<file path="config.mk">
export PLATFORM = sky130hd
export DESIGN_NAME = icb_modport
export DESIGN_NICKNAME = d
export VERILOG_FILES = /design/src/rtl/icb_apb_pkg.sv /design/src/rtl/icb_modport.sv
export SDC_FILE = /design/constraint.sdc
export NUM_CORES = 1
export LEC_CHECK = 0
export CAP_MARGIN = 40
export CORE_MARGIN = 5
export CORE_UTILIZATION = 39
export CTS_CLUSTER_DIAMETER = 30
export DETAILED_ROUTE_END_ITERATION = 7
export GPL_TIMING_DRIVEN = 0
export PLACE_DENSITY = 0.86
export SETUP_SLACK_MARGIN = 0.5
export SYNTH_ARGS = -nofsm -noshare
export SYNTH_HDL_FRONTEND = slang
export SYNTH_SLANG_ARGS = --single-unit
</file>
<file path="constraint.sdc">
create_clock -name clk -period 4.63 [get_ports clk]
set_input_delay 1.1575 -clock clk [delete_from_list [all_inputs] [get_ports clk]]
set_output_delay 1.1575 -clock clk [all_outputs]
set_load 0.1 [all_outputs]
</file>
<file path="src/rtl/icb_apb_pkg.sv">
// Shared types and widths for the ICB-to-APB bridge.
//   state_e      : bridge FSM states
//   ICB_AW/ICB_DW: ICB address / data widths
//   APB_DW       : APB data width
//   MASK_W       : ICB byte-mask width
//   in_window()  : address window membership test
package icb_apb_pkg;

    localparam int unsigned ICB_AW = 32;
    localparam int unsigned ICB_DW = 64;
    localparam int unsigned APB_DW = 32;
    localparam int unsigned MASK_W = 8;

    typedef enum logic [1:0] {
        StIdle   = 2'd0,
        StSetup  = 2'd1,
        StAccess = 2'd2,
        StResp   = 2'd3
    } state_e;

    // Subtract first so a window ending exactly at 2^32 does not overflow.
    function automatic logic in_window(input logic [ICB_AW-1:0] addr,
                                       input logic [ICB_AW-1:0] base,
                                       input logic [ICB_AW-1:0] size);
        logic [ICB_AW-1:0] offset;
        offset = addr - base;
        return (addr >= base) && (offset < size);
    endfunction

endpackage

</file>
<file path="src/rtl/icb_modport.sv">
// ICB slave endpoint that bridges one 64-bit ICB access at a time onto a 32-bit APB master.
// Single outstanding transaction: IDLE -> SETUP -> ACCESS -> RESP -> IDLE.
//
// Ports:
//   clk, rst_n                 : clock, synchronous active-low reset
//   icb_cmd_*                  : ICB command channel (valid/ready, addr, read, wdata, wmask)
//   icb_rsp_*                  : ICB response channel (valid/ready, rdata, err)
//   paddr..pprot               : APB master request outputs
//   prdata, pready, pslverr    : APB completer inputs
//
// Configuration macro ICB_RANGE_CHECK_EN: when defined, commands outside
// [BASE_ADDR, BASE_ADDR+ADDR_SIZE) get an immediate error response with no APB cycle.
module icb_modport
    import icb_apb_pkg::*;
#(
    parameter logic [ICB_AW-1:0] BASE_ADDR = 32'h1000_0000,
    parameter logic [ICB_AW-1:0] ADDR_SIZE = 32'h0000_1000
) (
    input  logic              clk,
    input  logic              rst_n,

    input  logic              icb_cmd_valid,
    output logic              icb_cmd_ready,
    input  logic [ICB_AW-1:0] icb_cmd_addr,
    input  logic              icb_cmd_read,
    input  logic [ICB_DW-1:0] icb_cmd_wdata,
    input  logic [MASK_W-1:0] icb_cmd_wmask,

    output logic              icb_rsp_valid,
    input  logic              icb_rsp_ready,
    output logic [ICB_DW-1:0] icb_rsp_rdata,
    output logic              icb_rsp_err,

    output logic [ICB_AW-1:0] paddr,
    output logic              pwrite,
    output logic              psel,
    output logic              penable,
    output logic [APB_DW-1:0] pwdata,
    output logic [3:0]        pstrb,
    output logic [2:0]        pprot,
    input  logic [APB_DW-1:0] prdata,
    input  logic              pready,
    input  logic              pslverr
);

    state_e            state_q, state_d;
    logic              read_q, read_d;
    logic [ICB_AW-1:0] paddr_q, paddr_d;
    logic              pwrite_q, pwrite_d;
    logic              psel_q, psel_d;
    logic              penable_q, penable_d;
    logic [APB_DW-1:0] pwdata_q, pwdata_d;
    logic [3:0]        pstrb_q, pstrb_d;
    logic              rsp_valid_q, rsp_valid_d;
    logic [ICB_DW-1:0] rdata_q, rdata_d;
    logic              err_q, err_d;

    logic cmd_fire;
    logic fwd_to_apb;
    logic upper_lane;

    assign icb_cmd_ready = (state_q == StIdle) & rst_n;
    assign cmd_fire      = icb_cmd_valid & icb_cmd_ready;
    assign upper_lane    = icb_cmd_addr[2];

`ifdef ICB_RANGE_CHECK_EN
    assign fwd_to_apb = in_window(icb_cmd_addr, BASE_ADDR, ADDR_SIZE);
`else
    assign fwd_to_apb = 1'b1;
`endif

    // Window parameters and the byte offset only matter with range checking enabled.
    logic unused_cfg;
    assign unused_cfg = ^{BASE_ADDR, ADDR_SIZE, icb_cmd_addr[1:0]};

    always_comb begin
        state_d     = state_q;
        read_d      = read_q;
        paddr_d     = paddr_q;
        pwrite_d    = pwrite_q;
        psel_d      = psel_q;
        penable_d   = penable_q;
        pwdata_d    = pwdata_q;
        pstrb_d     = pstrb_q;
        rsp_valid_d = rsp_valid_q;
        rdata_d     = rdata_q;
        err_d       = err_q;

        unique case (state_q)
            StIdle: begin
                if (cmd_fire) begin
                    if (fwd_to_apb) begin
                        read_d   = icb_cmd_read;
                        paddr_d  = {icb_cmd_addr[ICB_AW-1:2], 2'b00};
                        pwrite_d = ~icb_cmd_read;
                        // addr[2] picks which 32-bit half of the 64-bit beat goes out.
                        pwdata_d = upper_lane ? icb_cmd_wdata[63:32] : icb_cmd_wdata[31:0];
                        pstrb_d  = upper_lane ? icb_cmd_wmask[7:4] : icb_cmd_wmask[3:0];
                        psel_d   = 1'b1;
                        state_d  = StSetup;
                    end else begin
                        rsp_valid_d = 1'b1;
                        rdata_d     = '0;
                        err_d       = 1'b1;
                        state_d     = StResp;
                    end
                end
            end
            StSetup: begin
                penable_d = 1'b1;
                state_d   = StAccess;
            end
            StAccess: begin
                if (pready) begin
                    psel_d      = 1'b0;
                    penable_d   = 1'b0;
                    rsp_valid_d = 1'b1;
                    rdata_d     = read_q ? {prdata, prdata} : '0;
                    err_d       = pslverr;
                    state_d     = StResp;
                end
            end
            StResp: begin
                if (icb_rsp_ready) begin
                    rsp_valid_d = 1'b0;
                    state_d     = StIdle;
                end
            end
            default: state_d = StIdle;
        endcase
    end

    always_ff @(posedge clk) begin
        if (!rst_n) begin
            state_q     <= StIdle;
            read_q      <= 1'b0;
            paddr_q     <= '0;
            pwrite_q    <= 1'b0;
            psel_q      <= 1'b0;
            penable_q   <= 1'b0;
            pwdata_q    <= '0;
            pstrb_q     <= '0;
            rsp_valid_q <= 1'b0;
            rdata_q     <= '0;
            err_q       <= 1'b0;
        end else begin
            state_q     <= state_d;
            read_q      <= read_d;
            paddr_q     <= paddr_d;
            pwrite_q    <= pwrite_d;
            psel_q      <= psel_d;
            penable_q   <= penable_d;
            pwdata_q    <= pwdata_d;
            pstrb_q     <= pstrb_d;
            rsp_valid_q <= rsp_valid_d;
            rdata_q     <= rdata_d;
            err_q       <= err_d;
        end
    end

    assign paddr         = paddr_q;
    assign pwrite        = pwrite_q;
    assign psel          = psel_q;
    assign penable       = penable_q;
    assign pwdata        = pwdata_q;
    assign pstrb         = pstrb_q;
    assign pprot         = 3'b000;
    assign icb_rsp_valid = rsp_valid_q;
    assign icb_rsp_rdata = rdata_q;
    assign icb_rsp_err   = err_q;

endmodule

</file>
==> qor.txt, run 1 <==
Worst IR Drop VDD: 0.3081 mV
DRT iter0 DRCs: 351
Num CTS Buffers: 9
mapped cell area: 0.004392 mm^2
Reg2Reg Setup Slack: 2.38 ns
Setup crit start kind: input pin
clk buf depth: 2
Max Clock Freq: 254.9 MHz
Tmin final: 3.923 ns
Synth Register Bits: 106
IO Port Bufs: 275
Req. time, crit path: 3.47 ns
clk_skew: 0.01179 ns
Final Cycle Share: 84.74%
slew margin rel.: 52.99%
Max Fanout on Critical Path: 10
Area Growth Syn to Fin: 131.0%
clk sinks: 106
# rows: 38
io pins: 284
Synth area leader: dfxtp_1
yosys warns: 0
share of cells above drive strength 1: 24.77%
Distinct cells, synth: 25
Final Max Slew Viols: 0
post_cts resized: 3
Post-CTS Hold Fix Bufs: 0
first-pass GRT wire length: 35430 um
worst hold slack: 0.4631 ns
Gate Count Post-Synth: 450
CP Class: in2out
placed instance count: 1005
CP cell instances: clkbuf_2 > buf_4 > clkbuf_2 > and2_1 > clkdlybuf4s50_1 > buf_8
placed wire-length estimate: 18580 um
largest net degree at the start of global routing: 17
count of final setup violators: 0
Total GRT Usage: 35.17%
initial core utilization: 40.16%
CTS tree: yes
critical path's most frequent cell: clkbuf_2
pwr/cell area: 443.2 mW/mm^2
Core ar.: 0.01094 mm^2
global route overflow: 0
vias after detailed routing: 5483
register area share after synthesis: 48.32%
Die Height: 116.1 um
clock latency at the later pin of the worst-skew pair: 0.34 ns
worst stage delay on the critical path: 0.56 ns
final wirelength: 24130 um
final hold viol count: 0
status: completed
top-area cell type share of the netlist area: 48.32%
TritonRoute pass-1 iters: 5
CP max-delay cell: clkdlybuf4s50_1
CTS root buf: clkbuf_16
Hold Crit Class: reg2reg
largest cells by area after synthesis: dfxtp_1 48%, nand2_1 9.1%, mux2i_1 8.9%
Reg clk slew, reported paths: 0.07 ns
vias per std cell: 5.370
Leak: 0.004588 uW
worst path arrival time: 2.77 ns
crit-path leading delay family: buffers and inverters
antenna viol nets, final: 0
Die Span X: 116.1 um
# DRC: 0
Synth Area per Inst: 9.759 um^2
buffers plus inverters on the worst setup path: 5
final RePlAce weighted congestion: 0.7848
# Post-CTS Setup Buffers: 0
most frequent cells in the layout: 274 x clkdlybuf4s50_1, 106 x nand2_1, 106 x dfxtp_1
die area: 0.01348 mm^2
vias in the first global route: 6150
routed len/inst: 23.63 um
leading cell type in the layout, fill and taps excluded: clkdlybuf4s50_1
RSZ-0062 raised after global routing: no
CP endpoint kind: output port
nets@finish: 1024
post-route insts no fill: 1021
initial antenna violation count: 1
MaxCap Viol Count: 0
H-tree depth: 3
Worst-Margin Slew: 0.7051 ns
-- final timing paths --
check	cells after the start	from	to
worst min register to register	2	paddr[6]	paddr[6]
worst min-delay path	2	paddr[6]	paddr[6]
worst max register to register	6	state_q[1]	paddr[27]
worst max-delay path	6	rst_n	icb_cmd_ready
-- sequential cells by signal (all words and copies together), names as in the netlist --
name	flops
read_q	1
penable	1
pstrb	4
icb_rsp_valid	1
psel	1
icb_rsp_rdata	32
pwdata	32
paddr	30
pwrite	1
icb_rsp_err	1
state_q	2
-- report_power, final --
group | internal, uW | leakage (uW) | total [uW] | switching, uW
sequential | 1060 | 0.000866 | 1160 | 107
combinational | 1020 | 0.00359 | 2580 | 1560
clock | 408 | 0.000137 | 750 | 342
-- layout make-up --
type / count / area [um^2]
well taps: 140 / 175.2
fillers: 336 / 792.0
clock buffers: 12 / 266.5
flip-flops and latches: 106 / 2122
diodes: 1 / 2.502
multi-input cells: 271 / 1780
repair buffers: 411 / 5265
inverters: 6 / 22.52
plain buffers: 71 / 485.5
clock inverters: 3 / 23.77
-- cells in the mapped netlist --
cell type    n
nand2_1    106
nand3_1      1
o21ai_0     32
nand2_2      1
inv_1        6
mux2i_1     39
o211ai_1     1
a22o_1      32
nor2b_1      2
conb_1       1
and3_1       1
dfxtp_1    106
a32oi_1      1
a21boi_0     2
buf_6        4
and2_1       3
a222oi_1     1
buf_4       45
nor2_2       1
o211a_1     36
ha_1         5
o21a_1       1
or2_2        1
buf_2       13
clkbuf_1     9
-- stage by stage --
stage	instance area, um^2	utilization (%)	setup slack [ns]	total power (uW)	setup TNS [ns]
after floorplan	4407	-	1.114	2496	0
after global placement	7335	67.07	-0.3448	2980	-0.3448
after detailed placement	9852	90.09	0.01153	3721	0
after CTS	10140	92.77	0.5159	4480	0
after global routing	10140	92.76	0.6659	4590	0
final	10140	92.76	0.7066	4495	0
-- kinds of logic (layout without fill, tap and decap cells) --
logic type | count (synthesis) | in the layout | synth area share, %
flip-flops | 106 | 106 | 48.32
adder cells (fa/ha/maj) | 5 | 5 | 1.425
multiplexers | 39 | 39 | 8.889
AO/OA/AOI/OAI | 106 | 106 | 19.34
other | 1 | 6 | 0.08539
buffers and inverters | 77 | 503 | 11.48
AND/OR/NAND/NOR | 116 | 116 | 10.46
-- tightest hold or removal path, cell delays in order (launching register included) --
cell and delay, ns:
dfxtp_1 0.31, nand2_1 0.05, o21ai_0 0.06
-- metal layers --
metal / vias to the layer above / wire length (um) / global-route usage [%]
met5: - / 0 / 0
met4: 0 / 1948 / 24.90
met3: 140 / 2173 / 10.93
met2: 425 / 11950 / 63.56
met1: 2564 / 8058 / 33.73
li1: 2354 / - / -
(Power assumes the default switching activity.)
==> inputs of run 2 (changes only) <==
- CORE_UTILIZATION: 39 -> 33
- PLACE_DENSITY: 0.86 -> 0.77
- clock period: 4.63 -> 3.4 ns (I/O delays scaled with it)
==> run 2 against run 1 <==
Compared with the run above:
- clock-buffer cell count down 3
- via count shrank 7.3%
- critical endpoint unchanged
- global-route usage down 10 points
- setup slack got worse by 0.053 ns
- final cell count is 3.8% higher
- cell area is 1.0% higher
- largest cell class unchanged
- core utilization is 15 points lower
- register-to-register slack lost 0.87 ns
==> qor.txt, run 2 (synthesis results as in run 1) <==
CP max-delay cell: dlygate4sd2_1
Max Clock Freq: 364.2 MHz
Leak: 0.004621 uW (+0.72%)
TritonRoute pass-1 iters: 4 (-1)
Worst IR Drop VDD: 0.3799 mV (+23%)
Total GRT Usage: 24.90% (-10 points)
CTS root buf: clkbuf_16
Reg clk slew, reported paths: 0.08 ns (about the same)
Post-CTS Hold Fix Bufs: 0 (unchanged)
H-tree depth: 3 (unchanged)
Core ar.: 0.01314 mm^2 (+20%)
Layout fillers: 712 (+110%)
placed inst area: 0.009936 mm^2 (+0.85%)
Worst Reg-to-Reg Cells: 6 (unchanged)
die area: 0.01572 mm^2 (+17%)
CP Class: in2out
global route overflow: 0 (unchanged)
worst stage delay on the critical path: 0.27 ns (-0.29 ns)
routed len/inst: 19.01 um (-20%)
Die Span X: 125.4 um (+8.0%)
clk buf depth: 2 (unchanged)
final hold viol count: 0 (unchanged)
Worst-Margin Slew: 0.5283 ns (-0.1769 ns)
CTS tree: yes
Area Growth Syn to Fin: 133.4%
clk sinks: 106 (unchanged)
Reg2Reg Setup Slack: 1.51 ns (-0.87 ns)
post-route insts no fill: 1060 (+3.8%)
Final Cycle Share: 80.76%
share of cells above drive strength 1: 25.06% (+0.28 points)
clock latency at the later pin of the worst-skew pair: 0.35 ns (about the same)
status: completed
most frequent cells in the layout: 273 x clkdlybuf4s50_1, 106 x nand2_1, 106 x dfxtp_1
Setup crit start kind: input pin
DRT iter0 DRCs: 233 (-34%)
worst path arrival time: 1.90 ns (-0.87 ns)
vias per std cell: 4.793 (-11%)
initial core utilization: 33.43% (-6.7 points)
Num CTS Buffers: 9 (unchanged)
CP cell instances: buf_4 > buf_6 > clkbuf_8 > and2_2 > dlygate4sd2_1 > buf_12
antenna viol nets, final: 0 (unchanged)
io pins: 284 (unchanged)
Final Max Slew Viols: 0 (unchanged)
count of final setup violators: 0 (unchanged)
vias in the first global route: 5544 (-9.9%)
Req. time, crit path: 2.55 ns (-0.92 ns)
# DRC: 0 (unchanged)
MaxCap Viol Count: 0 (unchanged)
slew margin rel.: 64.78% (+12 points)
first-pass GRT wire length: 31030 um (-12%)
leading cell type in the layout, fill and taps excluded: clkdlybuf4s50_1
Die Height: 125.4 um (+8.0%)
Reg2Reg Capture Point: paddr[24]
pwr/cell area: 587.9 mW/mm^2 (+33%)
CP endpoint kind: output port
WHS Endpoint: paddr[6]
Tmin final: 2.746 ns
Max Fanout on Critical Path: 10 (unchanged)
# rows: 42 (+11%)
final RePlAce weighted congestion: 0.8142 (+3.7%)
final wirelength: 20150 um (-16%)
vias after detailed routing: 5081 (-7.3%)
RSZ-0062 raised after global routing: no
IO Port Bufs: 275 (unchanged)
Hold Crit Class: reg2reg
clk_skew: 0.008571 ns (-0.003219 ns)
placed instance count: 1041 (+3.6%)
nets@finish: 1025 (+0.098%)
placed wire-length estimate: 16760 um (-9.8%)
hold_sp: paddr[6]
reg2reg start: state_q[0]
initial antenna violation count: 2 (+1)
largest net degree at the start of global routing: 20 (+3)
Non-Filler Cell Area, Final: 0.01025 mm^2 (+1.0%)
hold depth: 2 (unchanged)
==> run 2: timing repair <==
item / in CTS / in global routing
resized for setup: 13 / 0
setup buffers: 1 / 0
endpoints found under the setup margin: 1 / 0
==> run 2: report_power, final <==
group	switching (uW)	total, uW	internal [uW]
Sequential	122	1560	1440
Combinational	2050	3460	1410
Clock	499	1010	511
==> run 2: how the worst max path moves through the flow <==
stage,slack [ns],end,startpoint,cells after the start
after floorplan,0.78,icb_cmd_ready,rst_n,3
after global placement,-1.01,icb_cmd_ready,rst_n,5
after detailed placement,-0.59,icb_cmd_ready,rst_n,6
after CTS,0.64,icb_cmd_ready,rst_n,6
after global routing,0.62,icb_cmd_ready,rst_n,6
final,0.65,icb_cmd_ready,rst_n,6
==> run 2: metrics by stage <==
| stage | TNS (ns) | hold WS (ns) | util, % | setup slack, ns | power, uW |
|---|---|---|---|---|---|
| finish | 0 | 0.4647 | 78.01 | 0.6541 | 6025 |
| global route | 0 | 0.4848 | 78.01 | 0.6155 | 6226 |
| CTS | 0 | 0.4646 | 77.97 | 0.6426 | 6056 |
| detailed placement | -0.5882 | 0.4540 | 75.63 | -0.5882 | 5036 |
| global placement | -1.012 | 0.4454 | 56.18 | -1.012 | 4062 |
| floorplan | 0 | 0.4677 | - | 0.7796 | 3400 |
==> run 2: layout make-up <==
type | instances | area, um^2 | area share, %
antenna | 2 | 5.005 | 0.04883
clock inverter | 7 | 57.56 | 0.5616
tap | 176 | 220.2 | 2.149
timing repair buffer | 412 | 5316 | 51.87
inverter | 6 | 22.52 | 0.2198
buffer | 71 | 498.0 | 4.859
sequential | 106 | 2122 | 20.71
clock buffer | 9 | 225.2 | 2.198
multi-input combinational | 271 | 1782 | 17.38
==> run 2: metal layers <==
| layer | share of wire (%) | track usage, % | vias to the layer above |
|---|---|---|---|
| met5 | 0 | 0 | - |
| met4 | 2.9 | 8.610 | 0 |
| met3 | 6.1 | 6.183 | 47 |
| met2 | 53 | 46.79 | 266 |
| met1 | 38 | 27.10 | 2403 |
| li1 | - | - | 2365 |
==> run 2: critical path: cells and delay by family <==
kind / cells / cell delay (ns)
buf+inv: 5 / 0.86
simple gates: 1 / 0.18
